`config.mk`:
```
export PLATFORM = sky130hd
export DESIGN_NAME = voice_allocator_flat
export DESIGN_NICKNAME = d
export VERILOG_FILES = /design/src/rtl/voice_allocator_pkg.sv /design/src/rtl/voice_allocator_if.sv /design/src/rtl/voice_allocator_select.sv /design/src/rtl/voice_allocator.sv /design/src/flat_wrapper.sv
export SDC_FILE = /design/constraint.sdc
export NUM_CORES = 2
export LEC_CHECK = 0
export ABC_CLOCK_PERIOD_IN_PS = 60400
export CAP_MARGIN = 30
export CORE_ASPECT_RATIO = 0.6
export CORE_MARGIN = 4
export CORE_UTILIZATION = 50
export DETAILED_ROUTE_END_ITERATION = 10
export MAX_ROUTING_LAYER = met4
export PLACE_DENSITY = 0.65
export SLEW_MARGIN = 40
export SYNTH_ARGS = -nofsm -noshare
export SYNTH_HDL_FRONTEND = slang
export SYNTH_HIERARCHICAL = 1
export SYNTH_SLANG_ARGS = --single-unit
```
`constraint.sdc`:
```
create_clock -name clk_in -period 60.4 [get_ports clk_in]
set_input_delay 18.12 -clock clk_in [delete_from_list [all_inputs] [get_ports clk_in]]
set_output_delay 18.12 -clock clk_in [all_outputs]
set_load 0.005 [all_outputs]
```
`src/rtl/voice_allocator_pkg.sv`:
```
// voice_alloc_pkg: voice and controller state types shared by the voice allocator,
// plus an index-width helper that never returns zero.
package voice_alloc_pkg;
    typedef enum logic [1:0] {V_IDLE, V_HELD, V_RELEASING} voice_state_t;
    typedef enum logic {ST_IDLE, ST_COMMIT} ctrl_state_t;
    function automatic int idx_width(input int n);
        return (n > 1) ? $clog2(n) : 1;
    endfunction
endpackage

```
`src/rtl/voice_allocator_if.sv`:
```
// voice_allocator_if: note-event valid/ready bus between the MIDI parser (master)
// and the voice allocator (slave).
interface voice_allocator_if #(
    parameter int NOTE_WIDTH = 7,
    parameter int RATE_WIDTH = 24
);
    logic                  event_valid_in;
    logic                  event_ready_out;
    logic                  note_on_in;
    logic [NOTE_WIDTH-1:0] note_in;
    logic [RATE_WIDTH-1:0] rate_in;
    modport master(output event_valid_in, note_on_in, note_in, rate_in, input event_ready_out);
    modport slave(input event_valid_in, note_on_in, note_in, rate_in, output event_ready_out);
endinterface

```
`src/rtl/voice_allocator_select.sv`:
```
// voice_select: picks the voice for a note-on -- held retrigger, else lowest idle,
// else oldest releasing, else oldest held; age ties resolve to the lowest index.
module voice_select
    import voice_alloc_pkg::*;
#(
    parameter int NUM_VOICES = 8,
    parameter int NOTE_WIDTH = 7,
    parameter int AGE_WIDTH = 16,
    localparam int IW = idx_width(NUM_VOICES)
) (
    input  logic [NUM_VOICES-1:0]                 held,
    input  logic [NUM_VOICES-1:0]                 releasing,
    input  logic [NUM_VOICES-1:0][NOTE_WIDTH-1:0] notes,
    input  logic [NUM_VOICES-1:0][AGE_WIDTH-1:0]  ages,
    input  logic [NOTE_WIDTH-1:0]                 note,
    output logic [IW-1:0]                         idx,
    output logic                                  steal
);
    logic hit_m, hit_i, hit_r, hit_h;
    logic [IW-1:0] i_m, i_i, i_r, i_h;
    logic [AGE_WIDTH-1:0] a_r, a_h;
    always_comb begin
        hit_m = 1'b0;
        hit_i = 1'b0;
        hit_r = 1'b0;
        hit_h = 1'b0;
        i_m = '0;
        i_i = '0;
        i_r = '0;
        i_h = '0;
        a_r = '0;
        a_h = '0;
        // ascending scan with strict '>' keeps the lowest index on equal ages
        for (int v = 0; v < NUM_VOICES; v++) begin
            if (held[v] && notes[v] == note && !hit_m) begin
                hit_m = 1'b1;
                i_m = IW'(v);
            end
            if (!held[v] && !releasing[v] && !hit_i) begin
                hit_i = 1'b1;
                i_i = IW'(v);
            end
            if (releasing[v] && (!hit_r || ages[v] > a_r)) begin
                hit_r = 1'b1;
                i_r = IW'(v);
                a_r = ages[v];
            end
            if (held[v] && (!hit_h || ages[v] > a_h)) begin
                hit_h = 1'b1;
                i_h = IW'(v);
                a_h = ages[v];
            end
        end
        idx = hit_m ? i_m : hit_i ? i_i : hit_r ? i_r : i_h;
        steal = !hit_m && !hit_i;
    end
endmodule

```
`src/rtl/voice_allocator.sv`:
```
// voice_allocator: assigns MIDI note events to oscillator voices with age-based stealing.
// Define VOICE_ALLOCATOR_SUSTAIN_EN to add the sustain_in pedal input.
module voice_allocator
    import voice_alloc_pkg::*;
#(
    parameter int NUM_VOICES = 8,
    parameter int NOTE_WIDTH = 7,
    parameter int RATE_WIDTH = 24,
    parameter int AGE_WIDTH = 16,
    parameter int RELEASE_CYCLES = 4800,
    localparam int IW = idx_width(NUM_VOICES),
    localparam int CNTW = $clog2(NUM_VOICES + 1)
) (
    input  logic                             clk_in,
    input  logic                             rst_in,
    voice_allocator_if.slave                 ev,
    input  logic                             all_off_in,
`ifdef VOICE_ALLOCATOR_SUSTAIN_EN
    input  logic                             sustain_in,
`endif
    output logic [NUM_VOICES-1:0]            voice_gate_out,
    output logic [NUM_VOICES-1:0]            voice_active_out,
    output logic [NUM_VOICES*RATE_WIDTH-1:0] voice_rate_out,
    output logic                             steal_out,
    output logic [IW-1:0]                    steal_idx_out,
    output logic [CNTW-1:0]                  active_count_out
);
    localparam int RLW = idx_width(RELEASE_CYCLES);
    localparam logic [RLW-1:0] REL_LOAD = RLW'(RELEASE_CYCLES - 1);
    localparam logic [AGE_WIDTH-1:0] AGE_MAX = '1;
    ctrl_state_t ctrl;
    voice_state_t [NUM_VOICES-1:0] vstate;
    logic [NUM_VOICES-1:0][NOTE_WIDTH-1:0] vnote;
    logic [NUM_VOICES-1:0][RATE_WIDTH-1:0] vrate;
    logic [NUM_VOICES-1:0][AGE_WIDTH-1:0] vage;
    logic [NUM_VOICES-1:0][RLW-1:0] vrel;
    logic [NUM_VOICES-1:0] vsust, held, releasing;
    logic ready, ev_on, sel_steal, steal_r, commit, sus_hold, sus_fall;
    logic [NOTE_WIDTH-1:0] ev_note;
    logic [RATE_WIDTH-1:0] ev_rate;
    logic [IW-1:0] sel_idx, steal_idx_r;
    logic [CNTW-1:0] n_active;
`ifdef VOICE_ALLOCATOR_SUSTAIN_EN
    logic sustain_q;
    always_ff @(posedge clk_in or posedge rst_in) begin
        if (rst_in) sustain_q <= 1'b0;
        else sustain_q <= sustain_in;
    end
    assign sus_hold = sustain_in;
    assign sus_fall = sustain_q & ~sustain_in;
`else
    assign sus_hold = 1'b0;
    assign sus_fall = 1'b0;
`endif
    assign commit = ctrl == ST_COMMIT;
    assign ev.event_ready_out = ready;
    always_comb begin
        held = '0;
        releasing = '0;
        n_active = '0;
        for (int v = 0; v < NUM_VOICES; v++) begin
            held[v] = vstate[v] == V_HELD;
            releasing[v] = vstate[v] == V_RELEASING;
            n_active = n_active + CNTW'(held[v] | releasing[v]);
        end
    end
    voice_select #(
        .NUM_VOICES(NUM_VOICES),
        .NOTE_WIDTH(NOTE_WIDTH),
        .AGE_WIDTH(AGE_WIDTH)
    ) u_select (
        .held(held),
        .releasing(releasing),
        .notes(vnote),
        .ages(vage),
        .note(ev_note),
        .idx(sel_idx),
        .steal(sel_steal)
    );
    // later assignments in the voice loop override earlier ones: all-off/release first, allocation last
    always_ff @(posedge clk_in or posedge rst_in) begin
        if (rst_in) begin
            ctrl <= ST_IDLE;
            ready <= 1'b1;
            ev_on <= 1'b0;
            ev_note <= '0;
            ev_rate <= '0;
            steal_r <= 1'b0;
            steal_idx_r <= '0;
            steal_out <= 1'b0;
            steal_idx_out <= '0;
            active_count_out <= '0;
            voice_gate_out <= '0;
            voice_active_out <= '0;
            voice_rate_out <= '0;
            vnote <= '0;
            vrate <= '0;
            vage <= '0;
            vrel <= '0;
            vsust <= '0;
            for (int v = 0; v < NUM_VOICES; v++) vstate[v] <= V_IDLE;
        end else begin
            ctrl <= (ev.event_valid_in && ready) ? ST_COMMIT : ST_IDLE;
            ready <= !(ev.event_valid_in && ready);
            if (ev.event_valid_in && ready) begin
                ev_on <= ev.note_on_in;
                ev_note <= ev.note_in;
                ev_rate <= ev.rate_in;
            end
            steal_r <= commit && ev_on && sel_steal;
            if (commit && ev_on && sel_steal) steal_idx_r <= sel_idx;
            steal_out <= steal_r;
            steal_idx_out <= steal_idx_r;
            active_count_out <= n_active;
            for (int v = 0; v < NUM_VOICES; v++) begin
                voice_gate_out[v] <= held[v];
                voice_active_out[v] <= held[v] | releasing[v];
                voice_rate_out[v*RATE_WIDTH +: RATE_WIDTH] <= vrate[v];
                if (vstate[v] != V_IDLE && vage[v] != AGE_MAX) vage[v] <= vage[v] + 1'b1;
                if (releasing[v]) begin
                    if (vrel[v] == '0) begin
                        vstate[v] <= V_IDLE;
                        vrate[v] <= '0;
                        vage[v] <= '0;
                    end else begin
                        vrel[v] <= vrel[v] - 1'b1;
                    end
                end
                if (held[v] && (all_off_in || (sus_fall && vsust[v])
                    || (commit && !ev_on && vnote[v] == ev_note && !sus_hold))) begin
                    vstate[v] <= V_RELEASING;
                    vrel[v] <= REL_LOAD;
                    vsust[v] <= 1'b0;
                end
                if (held[v] && commit && !ev_on && vnote[v] == ev_note && sus_hold && !all_off_in)
                    vsust[v] <= 1'b1;
                if (commit && ev_on && sel_idx == IW'(v)) begin
                    vstate[v] <= V_HELD;
                    vnote[v] <= ev_note;
                    vrate[v] <= ev_rate;
                    vage[v] <= '0;
                    vsust[v] <= 1'b0;
                end
            end
        end
    end
endmodule

```
`src/flat_wrapper.sv`:
```
// flat-port wrapper written by rule: the top's interface ports become plain ports
module voice_allocator_flat import voice_alloc_pkg::*;
#(
    parameter int NUM_VOICES = 8,
    parameter int NOTE_WIDTH = 7,
    parameter int RATE_WIDTH = 24,
    parameter int AGE_WIDTH = 16,
    parameter int RELEASE_CYCLES = 4800,
    localparam int IW = idx_width(NUM_VOICES),
    localparam int CNTW = $clog2(NUM_VOICES + 1)
)
  (clk_in, rst_in, all_off_in, voice_gate_out, voice_active_out, voice_rate_out, steal_out, steal_idx_out, active_count_out, ev_event_valid_in, ev_note_on_in, ev_note_in, ev_rate_in, ev_event_ready_out);
  voice_allocator_if #(.NOTE_WIDTH(NOTE_WIDTH), .RATE_WIDTH(RATE_WIDTH)) ev_i ();
  input  logic clk_in;
  input  logic rst_in;
  input  logic all_off_in;
  output logic [NUM_VOICES-1:0] voice_gate_out;
  output logic [NUM_VOICES-1:0] voice_active_out;
  output logic [NUM_VOICES*RATE_WIDTH-1:0] voice_rate_out;
  output logic steal_out;
  output logic [IW-1:0] steal_idx_out;
  output logic [CNTW-1:0] active_count_out;
  input wire logic [$bits(ev_i.event_valid_in)-1:0] ev_event_valid_in;
  input wire logic [$bits(ev_i.note_on_in)-1:0] ev_note_on_in;
  input wire logic [$bits(ev_i.note_in)-1:0] ev_note_in;
  input wire logic [$bits(ev_i.rate_in)-1:0] ev_rate_in;
  output wire logic [$bits(ev_i.event_ready_out)-1:0] ev_event_ready_out;
  assign ev_i.event_valid_in = ev_event_valid_in;
  assign ev_i.note_on_in = ev_note_on_in;
  assign ev_i.note_in = ev_note_in;
  assign ev_i.rate_in = ev_rate_in;
  assign ev_event_ready_out = ev_i.event_ready_out;
  voice_allocator #(.NUM_VOICES(NUM_VOICES), .NOTE_WIDTH(NOTE_WIDTH), .RATE_WIDTH(RATE_WIDTH), .AGE_WIDTH(AGE_WIDTH), .RELEASE_CYCLES(RELEASE_CYCLES)) u_core (.clk_in(clk_in), .rst_in(rst_in), .ev(ev_i), .all_off_in(all_off_in), .voice_gate_out(voice_gate_out), .voice_active_out(voice_active_out), .voice_rate_out(voice_rate_out), .steal_out(steal_out), .steal_idx_out(steal_idx_out), .active_count_out(active_count_out));
endmodule
```
# After elaboration in Yosys (flattened, before gate mapping)
# Cells that the tools add are included.
# totals
regBits	750
in_bits	36
output_inout_bits	217
wordCells	574
# op_classes
addsub	23
order_cmp	14
n_eq_ne	47
muxes	189
n_bitwise	16
n_reduce_logical	232
# ops
cell	n
$mux 16	46
$mux 24	24
$mux 13	24
$gt 16x16->1	14
$add 16x1->16 const B	8
$ne 16x16->1 const B	8
$logic_not 13->1	8
$sub 13x1->13 const B	8
$logic_and 1x1->1	81
$mux 3	27
$mux 2	32
$reduce_bool 2->1	32
$eq 7x7->1	8
$logic_not 1->1	48
$reduce_and 2->1	24
$reduce_bool 3->1	16
$mux 1	36
$add 4x4->4	7
$logic_or 1x1->1	22
$eq 2x1->1 const B	8
$eq 2x2->1 const B	8
$ne 2x2->1 const B	8
$or 1x1->1	16
$eq 3x3->1 const B	4
3 further kinds	4

# Longest topological paths before layout
# depth
word_depth	37
ltp_mapped	80
ltp_nobuf	65

# Cells and area by module
# The synthesis kept the hierarchy.
# by_module_without_submodules
mod	instances	cells_per_inst	area_each_um2	seq_area_each_um2
voice_allocator	1	2464	29942.5	18769.3
voice_select	1	1307	9283.9	0.0

# Least setup slack after synthesis
# OpenSTA, ideal clock, no wires.
# synth_timing
path_kind	input-to-reg
from	input port ev_event_valid_in
to	register u_core.ev_note[0]
setup_time_ps	125
t_arrival_ps	19000
required_time_ps	60275
setup_slack_ps	41276
cell_stages	3
path_cell_list	nand2_1 -> clkbuf_1 -> mux2_2
# synth_between
elab_chain_len	1
# synth_rtl
item	line	source
start, declared	flat_wrapper.sv:23	input wire logic [$bits(ev_i.event_valid_in)-1:0] ev_event_valid_in;
$logic_and 1x1->1	voice_allocator.sv:105	if (ev.event_valid_in && ready) begin
end signal, assigned	voice_allocator.sv:107	ev_note <= ev.note_in;
end, declared	voice_allocator.sv:39	logic [NOTE_WIDTH-1:0] ev_note;
# Every way passes these cells.
# A chain may end at the register's enable or synchronous reset.

==> impl_results.md <==
- CTS resizes: 0
- Biggest area consumer among synthesized cells: dfrtp_1
- Tcrit/Tclk final: 34.06%
- Startpoint types: input pin
- Leakage Power: just over 0.02 µW
- Vias per inst: just over 6
- Distinct cells, synth: just under 100
- Effective utilization at floorplan: 50.55%
- CP max-delay cell: buf_4
- Gate power share: roughly half
- Detailed Place HPWL: between 80000 and 90000 µm
- FF+latch count, synth: between 700 and 800
- Wire length per cell: roughly 24 µm
- Yosys warning count: 6
- Max-cap viol count: 0
- Synth Instances: about 3800
- Sw frac: 43.32%
- CP endpoint kind: async pin
- Worst VDD drop: slightly below 0.04 mV
- Chip width: roughly 370 µm
- Cell mode on critical path: buf_4
- CP required: roughly 61000 ps
- Area of the multi-input gates: about 20000 µm²
- Post-Route WL: between 100000 and 150000 µm
- Layout Area Growth over Synthesis: 15.92%
- Post-synthesis compound-gate area fraction: 15.67%
- Non-Filler Instances: between 5000 and 6000
- Switching power: 1174 µW
- Skew final: between 20 and 30 ps
- Clock insertion delay at the later pin of the skew report: between 600 and 700 ps
- Final min period: about 21000 ps
- Sequential area share after synthesis: 47.85%
- Port bufs: between 200 and 300
- Clock network fraction of design power: 17.4%
- Simple-gate share of the synthesized area: 15.65%
- CTS tree: done
- Vias: 30650
- DRC Markers: 0
- CTS Sinks: between 700 and 800
- H-tree lvl count: 3
- Initial antenna violation count: 2
- Largest net degree at the start of global routing: 95
- Mapped Nets: 4078
- Number of global-route vias before repair: around 28000
- CP max FO: 94
- Fin Setup TNS: 0 ps
- Hold WC Path Type: reg2reg
- Largest family of logic cells by synthesized area: compound AO/OA/AOI/OAI gates
- Mean Syn Cell Area: roughly 10 µm²
- Crit path arrival time: 21270 ps
- Internal: about 1500 µW
- Power Density: 59.62 nW/µm²
- Fin. Hold Viols: 0
- Fillers: between 6000 and 7000
- Clock slew seen by the registers of the worst setup and hold paths: 60 ps
- Max stage delay on crit path: ~700 ps
- Root buf cell: clkbuf_16
- Die area: between 80000 and 90000 µm²
- Mux share of post-synthesis cell area: under 10%
- Critical path's top delay family: buffers and inverters
- Cells after DPL: between 4000 and 5000
- Maximum clock frequency: about 49 MHz
- FF/Latch Area: 18770 µm²
- Top post-synthesis cells by area: dfrtp_1, ha_1, a22o_1
- Crit path buf inv count: 5
- DRT Pass-1 Iters: 6
- Number of synthesized flops with an enable pin: 0
- Grt ovf: 0
- Global-route wire length before repair: roughly 180000 µm
- Reg2reg path depth: 67
- Max-Slew Margin vs Limit: about 37%
- Levels on crit path: 5
- Top_reg_cell synth: dfrtp_1
- Crit Path Class: in2async
- ANT nets after route: 0
- Nets: ~4300
- IO Count: about 250
- Longest Clk Path Bufs: 3
- Hold path cells: 0
- Total Power: around 2700 µW
- Setup violations, final: 0
- Ratio of cells with drive above 1 in the final layout: 8.781%
- Outcome: completed
- GP Congestion: a little over 1
- CTS Hold Bufs: 0
- Post-synthesis xor/xnor area fraction: 5.604%
- Num rows: just under 80
- Core region area: 77590 µm²
- Die Y: roughly 220 µm
- Number of CTS-inserted buffers: 71
- Postcts setup bufs: 0
- Asr flop ratio synth: 100.0%
- Yosys top cell area share: between 40% and 50%
- Cells along the critical path: clkdlybuf4s50_1 -> inv_8 -> buf_4 -> buf_4 -> buf_6
- Slew @ Worst Pin: slightly above 900 ps
- Adder-cell share of the synthesized area: between 8 and 9%
- RSZ-0062 raised after global routing: false
- Number of slew-limit violations in the final report: 0
- Sequential Power Share: 31.3%
- Netlist area before placement: just under 40000 µm²
- Total track usage: ~30%
- DR iter-0 viols: about 3400
placed cells by master, fill, tap and decap left out, types with 15 or more instances in the layout:
master	Yosys	layout
nor2_1	263	260
nor4_1	37	37
nand2_1	353	352
nor2b_1	32	29
a31oi_1	19	17
o221a_2	15	15
and4_1	21	21
o31a_1	27	27
dfrtp_1	749	749
and2_1	36	36
nand3_1	136	136
nand2b_1	15	15
o21a_1	32	32
xnor2_1	161	161
o21bai_1	24	24
clkinv_2	0	16
mux2i_1	37	37
a22o_1	184	184
mux2_2	75	75
and3_1	28	28
o32ai_1	16	16
ha_1	267	267
clkbuf_16	0	74
o21ai_0	86	86
clkdlybuf4s50_1	0	252
xor2_1	90	90
a21o_1	29	29
or2_2	19	18
o211ai_1	42	42
nand4_1	103	103
o21ai_1	32	32
a21oi_1	168	156
nor3_1	65	62
inv_1	115	114
a211oi_1	44	44
or3_1	22	22
buf_4	2	51
sequential cells by signal, indices dropped and copies added, names as in the netlist, 8 cells and up:
register and count:
u_core/vage 128, u_core/voice_active_out 8, u_core/voice_gate_out 8, u_core/ev_rate 24, u_core/voice_rate_out 192, u_core/vrel 104
u_core/vrate 192, u_core/vnote 56, u_core/vstate 16
path summary, 6_finish.rpt:
| path | slack (ps) | endpoint | start |
|---|---|---|---|
| setup / recovery | 39830 | u_core/voice_rate_out[132] | rst_in |
| hold / removal | 350 | u_core/steal_out | u_core/steal_r |
| setup reg to reg | 39890 | u_core/vstate[5] | u_core/vstate[1] |
| hold reg to reg | 350 | u_core/steal_out | u_core/steal_r |
| max in group clk_in | 39890 | u_core/vstate[5] | u_core/vstate[1] |
| min in group asynchronous | 17980 | u_core/vage[90] | rst_in |
power groups by stage:
stage | Clock, µW | Sequential, µW | Combinational (µW)
5_1_grt | 502 | 869 | 1520
4_1_cts | 482 | 845 | 1360
2_1_floorplan | 0 | 793 | 865
3_3_place_gp | 0 | 850 | 1330
3_5_place_dp | 0 | 850 | 1350
6_report | 471 | 849 | 1390
kinds of logic (layout without fill, tap and decap cells):
| kind of cell | after synthesis | count (layout) |
|---|---|---|
| fa+ha+maj | 271 | 271 |
| flops | 750 | 750 |
| simple gates | 1220 | 1220 |
| compound gates | 850 | 850 |
| xor+xnor | 251 | 251 |
| buf+inv | 304 | 553 |
| mux | 125 | 125 |
| other cells | 0 | 1 |
layer usage:
metal	vias to the layer above	track usage (%)	part of all wire, %
met5	-	-	0
met4	0	4.687	1.4
met3	110	8.073	10
met2	1177	37.00	39
met1	15280	46.81	50
li1	14090	-	-
stage by stage:
step	hold WS [ps]	instance area (µm²)	setup WS [ps]	utilization, %
CTS	351.6	45420	39670	58.54
detailed placement	337.9	42960	38970	55.37
floorplan	331.2	39230	21230	-
global placement	333.8	42880	38490	55.27
finish	349.9	45470	39830	58.60
global route	352.9	45470	38970	58.60
synth_stat cells, types with 15 or more instances:
cell      number
nand2b_1      15
or2_2         19
o211ai_1      42
nand2_1      353
nand3_1      136
a21o_1        29
and4_1        21
and3_1        28
nor2_1       263
o32ai_1       16
o21a_1        32
nor2b_1       32
a31oi_1       19
nand4_1      103
o21bai_1      24
dfrtp_1      749
buf_2         29
ha_1         267
buf_1         34
and2_1        36
mux2i_1       37
a22o_1       184
clkbuf_1     122
or3_1         22
o21ai_0       86
nor4_1        37
inv_1        115
a211oi_1      44
o31a_1        27
a21oi_1      168
xnor2_1      161
nor3_1        65
mux2_2        75
o221a_2       15
o21ai_1       32
xor2_1        90
layout make-up:
| type | instances | share of cell area [%] |
|---|---|---|
| multi-input combinational | 2717 | 42.82 |
| sequential | 750 | 41.28 |
| timing repair buffer | 312 | 6.618 |
| clock buffer | 94 | 4.524 |
| tap | 1053 | 2.897 |
| inverter | 116 | 0.9741 |
| clock inverter | 31 | 0.8860 |
| antenna | 1 | 0.005503 |
No activity file was read; power rests on OpenSTA's default activity.
